$ cat src/rtl/apb_regs_slave_if.sv
// APB bus bundle between a requester and the register bank.
// Signal suffixes follow the completer's point of view.
interface apb_regs_slave_if;
  logic [31:0] paddr_i;
  logic [2:0]  pprot_i;
  logic        psel_i;
  logic        penable_i;
  logic        pwrite_i;
  logic [31:0] pwdata_i;
  logic [3:0]  pstrb_i;
  logic [31:0] prdata_o;
  logic        pready_o;
  logic        pslverr_o;

  modport master (
    output paddr_i, pprot_i, psel_i, penable_i,
    output pwrite_i, pwdata_i, pstrb_i,
    input  prdata_o, pready_o, pslverr_o
  );

  modport slave (
    input  paddr_i, pprot_i, psel_i, penable_i,
    input  pwrite_i, pwdata_i, pstrb_i,
    output prdata_o, pready_o, pslverr_o
  );
endinterface

$ cat src/rtl/apb_regs_slave.sv
// APB completer serving a bank of 32-bit registers with
// fixed wait states, byte strobes and read-only slots.
module apb_regs_slave #(
  parameter int unsigned        NoRegs     = 4,
  parameter logic [31:0]        BaseAddr   = 32'h0,
  parameter int unsigned        WaitCycles = 0,
  parameter logic [NoRegs-1:0]  ReadOnly   = '0
) (
  input  logic                     clk_i,
  input  logic                     rst_ni,
  apb_regs_slave_if.slave          apb,
  output logic [32*NoRegs-1:0]     reg_q_o,
  input  logic [32*NoRegs-1:0]     reg_ro_i,
  output logic [NoRegs-1:0]        reg_wr_o
);

  localparam int unsigned IdxW =
    (NoRegs > 1) ? $clog2(NoRegs) : 1;
  localparam logic [31:0] Span = 32'(4 * NoRegs);

  typedef enum logic {
    IDLE,
    ACCESS
  } state_e;

  state_e                   state_q, state_d;
  logic [3:0]               cnt_q, cnt_d;
  logic [NoRegs-1:0][31:0]  regs_q;
  logic [NoRegs-1:0]        wr_q;

  logic [31:0]              off;
  logic [IdxW-1:0]          idx;
  logic                     hit;
  logic                     sel_ro;
  logic [31:0]              sel_rd;
  logic                     err;
  logic                     commit;
  logic                     unused_prot;

  assign unused_prot = ^apb.pprot_i;

  assign off = apb.paddr_i - BaseAddr;
  assign idx = off[IdxW+1:2];
  assign hit = (apb.paddr_i >= BaseAddr) &&
               (off < Span) &&
               (apb.paddr_i[1:0] == 2'b00);

  // Select the addressed slot and its read source.
  always_comb begin
    sel_ro = 1'b0;
    sel_rd = '0;
    for (int i = 0; i < NoRegs; i++) begin
      if (idx == IdxW'(i)) begin
        sel_ro = ReadOnly[i];
        sel_rd = ReadOnly[i] ? reg_ro_i[32*i +: 32]
                             : regs_q[i];
      end
    end
  end

  assign err = !hit || (apb.pwrite_i && sel_ro);

  // State and wait counter.
  always_ff @(posedge clk_i) begin
    if (!rst_ni) begin
      state_q <= IDLE;
      cnt_q   <= '0;
    end else begin
      state_q <= state_d;
      cnt_q   <= cnt_d;
    end
  end

  // Next state and APB response; silent while in reset.
  always_comb begin
    state_d       = state_q;
    cnt_d         = cnt_q;
    apb.pready_o  = 1'b0;
    apb.pslverr_o = 1'b0;
    apb.prdata_o  = '0;
    commit        = 1'b0;
    if (rst_ni) begin
      unique case (state_q)
        IDLE: begin
          if (apb.psel_i && !apb.penable_i) begin
            state_d = ACCESS;
            cnt_d   = 4'(WaitCycles);
          end else if (apb.psel_i && apb.penable_i) begin
            apb.pready_o  = 1'b1;
            apb.pslverr_o = 1'b1;
          end
        end
        ACCESS: begin
          if (!apb.psel_i) begin
            state_d = IDLE;
          end else if (apb.penable_i) begin
            if (cnt_q != 4'd0) begin
              cnt_d = cnt_q - 4'd1;
            end else begin
              apb.pready_o  = 1'b1;
              apb.pslverr_o = err;
              if (!err && !apb.pwrite_i) begin
                apb.prdata_o = sel_rd;
              end
              commit  = !err && apb.pwrite_i;
              state_d = IDLE;
            end
          end
        end
        default: state_d = IDLE;
      endcase
    end
  end

  // Byte-strobed register update and write pulse.
  always_ff @(posedge clk_i) begin
    if (!rst_ni) begin
      regs_q <= '0;
      wr_q   <= '0;
    end else begin
      wr_q <= '0;
      if (commit) begin
        for (int i = 0; i < NoRegs; i++) begin
          if (idx == IdxW'(i) && !ReadOnly[i]) begin
            wr_q[i] <= 1'b1;
            for (int b = 0; b < 4; b++) begin
              if (apb.pstrb_i[b]) begin
                regs_q[i][8*b +: 8] <=
                  apb.pwdata_i[8*b +: 8];
              end
            end
          end
        end
      end
    end
  end

  assign reg_q_o  = regs_q;
  assign reg_wr_o = wr_q;

endmodule

$ cat src/flat_wrapper.sv
// flat-port wrapper written by rule: the top's interface ports become plain ports
module apb_regs_slave_flat 
#(
  parameter int unsigned        NoRegs     = 4,
  parameter logic [31:0]        BaseAddr   = 32'h0,
  parameter int unsigned        WaitCycles = 0,
  parameter logic [NoRegs-1:0]  ReadOnly   = '0
)
  (clk_i, rst_ni, reg_q_o, reg_ro_i, reg_wr_o, apb_paddr_i, apb_pprot_i, apb_psel_i, apb_penable_i, apb_pwrite_i, apb_pwdata_i, apb_pstrb_i, apb_prdata_o, apb_pready_o, apb_pslverr_o);
  apb_regs_slave_if apb_i ();
  input  logic clk_i;
  input  logic rst_ni;
  output logic [32*NoRegs-1:0] reg_q_o;
  input  logic [32*NoRegs-1:0] reg_ro_i;
  output logic [NoRegs-1:0] reg_wr_o;
  input wire logic [$bits(apb_i.paddr_i)-1:0] apb_paddr_i;
  input wire logic [$bits(apb_i.pprot_i)-1:0] apb_pprot_i;
  input wire logic [$bits(apb_i.psel_i)-1:0] apb_psel_i;
  input wire logic [$bits(apb_i.penable_i)-1:0] apb_penable_i;
  input wire logic [$bits(apb_i.pwrite_i)-1:0] apb_pwrite_i;
  input wire logic [$bits(apb_i.pwdata_i)-1:0] apb_pwdata_i;
  input wire logic [$bits(apb_i.pstrb_i)-1:0] apb_pstrb_i;
  output wire logic [$bits(apb_i.prdata_o)-1:0] apb_prdata_o;
  output wire logic [$bits(apb_i.pready_o)-1:0] apb_pready_o;
  output wire logic [$bits(apb_i.pslverr_o)-1:0] apb_pslverr_o;
  assign apb_i.paddr_i = apb_paddr_i;
  assign apb_i.pprot_i = apb_pprot_i;
  assign apb_i.psel_i = apb_psel_i;
  assign apb_i.penable_i = apb_penable_i;
  assign apb_i.pwrite_i = apb_pwrite_i;
  assign apb_i.pwdata_i = apb_pwdata_i;
  assign apb_i.pstrb_i = apb_pstrb_i;
  assign apb_prdata_o = apb_i.prdata_o;
  assign apb_pready_o = apb_i.pready_o;
  assign apb_pslverr_o = apb_i.pslverr_o;
  apb_regs_slave #(.NoRegs(NoRegs), .BaseAddr(BaseAddr), .WaitCycles(WaitCycles), .ReadOnly(ReadOnly)) u_core (.clk_i(clk_i), .rst_ni(rst_ni), .apb(apb_i), .reg_q_o(reg_q_o), .reg_ro_i(reg_ro_i), .reg_wr_o(reg_wr_o));
endmodule
$ cat config.mk
export PLATFORM = sky130hd
export DESIGN_NAME = apb_regs_slave_flat
export DESIGN_NICKNAME = d
export VERILOG_FILES = /design/src/rtl/apb_regs_slave_if.sv /design/src/rtl/apb_regs_slave.sv /design/src/flat_wrapper.sv
export SDC_FILE = /design/constraint.sdc
export NUM_CORES = 1
export LEC_CHECK = 0
export CAP_MARGIN = 5
export CORE_AREA = 2 2 143 145
export DETAILED_ROUTE_END_ITERATION = 7
export DIE_AREA = 0 0 145 147
export PLACE_DENSITY = 0.71
export SETUP_SLACK_MARGIN = 0.15
export SYNTH_ARGS = -nofsm -noshare
export SYNTH_HDL_FRONTEND = slang
export SYNTH_SLANG_ARGS = --single-unit
$ cat constraint.sdc
create_clock -name clk_i -period 4.1 [get_ports clk_i]
set_input_delay 0.41 -clock clk_i [delete_from_list [all_inputs] [get_ports clk_i]]
set_output_delay 0.41 -clock clk_i [all_outputs]
set_load 0.03 [all_outputs]
Word-level counts from Yosys, hierarchy flattened:

Cells that the tools add are included.

* register bits: 137
* input port bits: 204
* word-level logic and storage cells: 101

* $add $sub $neg: 1
* magnitude comparators: 2
* equality and inequality tests: 7
* muxes and demuxes: 41
* bitwise logic cells: 1
* reductions and logical operators: 30

Operator list (number)
* $mux W32: 10
* $reduce_and A3 Y1: 16
* $ge A32 B1 Y1 const B: 1
* $lt A32 B5 Y1 const B: 1
* $mux W1: 23
* $mux W4: 4
* $pmux W4 S2: 1
* $logic_and A1 B1 Y1: 6
* $ne A2 B2 Y1 const B: 3
* $pmux W1 S2: 3
* $eq A2 B2 Y1 const B: 2
* $logic_not A2 Y1: 2
* $reduce_and A4 Y1: 1
* $reduce_bool A4 Y1: 1
* $sub A4 B1 Y4 const B: 1
* $logic_not A1 Y1: 3
* $eq A2 B1 Y1 const B: 1
* $ne A2 B1 Y1 const B: 1
* $reduce_and A2 Y1: 1
* $not A1 Y1: 1

Logic depth before layout (Yosys ltp):

* depth after elaboration: 11
* depth in mapped cells: 9
* gate-level depth less buffers: 6

Worst setup path after synthesis:

No wires, ideal clock.

* path kind: register to output
* from: reg u_core.cnt_q[0]
* to: out apb_prdata_o[0]
* arrival time: 2569 ps
* path slack: 1121 ps
* cell stages (with the launch flop): 10
* path buffers: 3
* path through: dfxtp_1 inv_1 ha_1 or3b_1 buf_2 or3_1 buf_6 or4_4 buf_6 nor2b_1

* longest elaborated chain between the ends: 6

Ends and longest elaborated chain
* start, declared: RTL line apb_regs_slave.sv:27 `logic [3:0] cnt_q, cnt_d;`
* start signal, assigned: RTL line apb_regs_slave.sv:70 `cnt_q <= cnt_d;`
* $reduce_bool A4 Y1: RTL line apb_regs_slave.sv:97 `if (cnt_q != 4'd0) begin`
* $mux W32: RTL line apb_regs_slave.sv:97
* $mux W32: RTL line apb_regs_slave.sv:96 `end else if (apb.penable_i) begin`
* $mux W32: RTL line apb_regs_slave.sv:94 `if (!apb.psel_i) begin`
* $mux W32: RTL line apb_regs_slave.sv:83 `unique case (state_q)`
* $mux W32: RTL line apb_regs_slave.sv:82 `if (rst_ni) begin`
* end, declared: RTL line flat_wrapper.sv:23 `output wire logic [$bits(apb_i.prdata_o)-1:0] apb_prdata_o;`

Every way passes these cells.

Worst setup path in the final report:

* from: reg u_core.cnt_q[0]
* to: out apb_prdata_o[3]

Same word-level chain as after synthesis.

==> metrics.txt <==
status complete, no violations; CTS sink cnt between 100 and 150; post-CTS setup buffer count 0; Syn Inst Count 620; Total Routing Usage GR 17.7%; period utilization 95.4%; I/O pin total 370; Port Buffer Count approximately 240; Worst setup SP type flop; crit-path max cell delay 0.73 ns; DRC viols 0; Seq/Total Area, Yosys ~42%; htree depth 4; antenna violations before repair 0; P_leak 0.00407 µW; total of max-cap violations 0; Final Skew 0.00995 ns; Slew HR 37.7%; worst skew pair latency between 0.4 and 0.5 ns; Max Root-Sink Buffers 2; final setup TNS 0 ns; Die W roughly 150 µm; final layout net count 1056; Tmin final 3.91 ns; drt via density 4.81; PwrDens 315 nW/µm²; Post-synth ARST share 0%; row count 52; highest clock rate 256 MHz; ranking of synthesized cells by area dfxtp_1, mux2i_1, mux4_2; CTS root buffer clkbuf_16; worst slew pin tran 0.928 ns; Final Setup Violations 0; EDFF count, synth 0; Synth top cells by count nand2_1, dfxtp_1, mux2i_1; CP Class reg -> out; Routability Congestion ~0.76; Final Max Tran Viols 0; number of global-route vias before repair 5481; total gr overflow 0; Min-Delay Path Class reg -> reg; core box area 19800 µm²; drt total wl 19300 µm; initial core utilization 32.5%; CP max-delay cell or4_4; 1st-pass router iterations 4; final hold violations 0; required time of the critical path 3.69 ns; Synth Flop Type dfxtp_1; post-synth top area share 42.5%; hold buffer count at CTS 0; RSZ-0062 raised after global routing yes; CP bufs+invs 2; Layout Utilization 48.4%; layout cells sized above 1 11.2%; Fill cells 1838; Crit. End Element output pin; pin count of the biggest net entering global routing 90; Worst EP arrival 3.50 ns; DIE AREA 21300 µm²; Antenna Nets Post-Route 0; largest area contributor in the netlist dfxtp_1; warning count from the yosys run 0; first-pass GRT wire length 30000 µm; register bit total from synthesis 137; Synthesized Nets between 800 and 900; most common cell in the synthesized netlist nand2_1; worst reg-to-reg setup slack 1.29 ns; Cell Area, Synth 6460 µm²; CTS tree done; cell breakdown of the critical path inv_1 > ha_1 > or3b_1 > or3_1 > or4_4 > nor2b_1 > clkdlybuf4s50_1; Inserted Clock Buffers 17; VDD IR max 0.257 mV; hpwl dp roughly 13000 µm; Starting DRT DRC Count 170; CTS clock-pin slew for the worst setup and hold paths 0.06 ns; Worst Path Max Fanout 16; n_diodes 0; synthesis-to-layout area growth 48.7%; Post-Syn Area per Cell 10.4 µm²; via count approximately 5.5k; wire length per cell 17.0 µm; CP top delay family simple AND/OR/NAND/NOR gates; Die Ht between 100 and 150 µm; Cell variety after synth 39
-- state kept, by name, summed over array words and instances (netlist names) --
name	count
u_core.cnt_q	4
u_core.reg_q_o	128
u_core.reg_wr_o	4
u_core.state_q	1
-- layout make-up --
class	count	area [µm²]	share of cell area (%)
Clock buffer	17	425	4.43
Clock inverter	15	151	1.58
Inverter	6	22.5	0.234
Multi-Input combinational cell	440	3450	35.9
Sequential cell	137	2740	28.6
Tap cell	270	338	3.52
Timing Repair Buffer	249	2470	25.8
-- stage by stage --
stage	instance area (µm²)	worst slack, ns	power [µW]	hold slack, ns	std cells
5_1_grt	9610	0.0270	3140	0.487	1134
3_5_place_dp	9000	0.473	1550	0.463	1101
4_1_cts	9580	0.146	3060	0.473	1133
6_report	9610	0.187	3030	0.470	1134
2_1_floorplan	6460	1.12	1460	0.439	620
3_3_place_gp	9000	0.424	1550	0.456	1101
-- worst min-delay path, delay by kind of cell, from the launching register on --
| family | cells | cell delay [ns] |
|---|---|---|
| AND/OR/NAND/NOR | 1 | 0.05 |
| multiplexers | 1 | 0.05 |
| flip-flops | 1 | 0.31 |
-- report_power, final --
| part | switching, µW | internal (µW) | total [µW] |
|---|---|---|---|
| registers | 2.18 | 1330 | 1340 |
| clock network | 609 | 895 | 1500 |
| logic | 95.8 | 92.4 | 188 |
| total | 707 | 2320 | 3030 |
-- cell usage in the layout, fill, tap and decap left out, types with 3 or more instances in the layout --
| cell | netlist | layout |
|---|---|---|
| nor2b_1 | 31 | 31 |
| nor4_1 | 7 | 7 |
| mux4_2 | 32 | 32 |
| dfxtp_1 | 137 | 137 |
| clkinvlp_4 | 0 | 3 |
| nor2_1 | 16 | 16 |
| clkdlybuf4s50_1 | 0 | 231 |
| a21oi_1 | 5 | 5 |
| inv_1 | 6 | 6 |
| nand4_2 | 10 | 10 |
| buf_4 | 0 | 11 |
| clkinv_2 | 0 | 5 |
| nand4_1 | 4 | 4 |
| nand3_1 | 4 | 4 |
| mux2i_1 | 129 | 129 |
| nor4_4 | 3 | 3 |
| or3_1 | 3 | 3 |
| clkbuf_16 | 0 | 17 |
| and4_1 | 4 | 4 |
| dlymetal6s2s_1 | 3 | 4 |
| clkinv_4 | 0 | 3 |
| nand2_1 | 167 | 167 |
-- final timing paths --
check	startpoint	to	cells after the start
max	u_core.cnt_q[0]	apb_prdata_o[3]	7
min	u_core.reg_q_o[4]	u_core.reg_q_o[4]	2
max reg2reg	u_core.cnt_q[0]	u_core.reg_q_o[20]	7
min reg2reg	u_core.reg_q_o[4]	u_core.reg_q_o[4]	2
-- routing by layer --
metal,track usage [%],vias up,routed length [µm]
li1,-,2642,-
met1,22.8,2628,8650
met2,28.7,169,9140
met3,5.75,17,1330
met4,5.20,0,195
met5,0,-,0
-- timing repair --
item	CTS	global route
endpoints found under the setup margin	1	32
cloned	0	1
pin swaps	0	2
gates resized for setup	0	6
-- kinds of logic (layout without fill, tap and decap cells) --
kind of cell    count (synthesis)  count (layout)  share of synthesized area (%)
compound gates                 11              11                           1.07
fa+ha+maj                       1               1                          0.194
buf+inv                        44             287                           4.44
flops                         137             137                           42.5
mux                           161             161                           31.2
simple gates                  266             267                           20.7
Power figures use the tool's default switching activity.
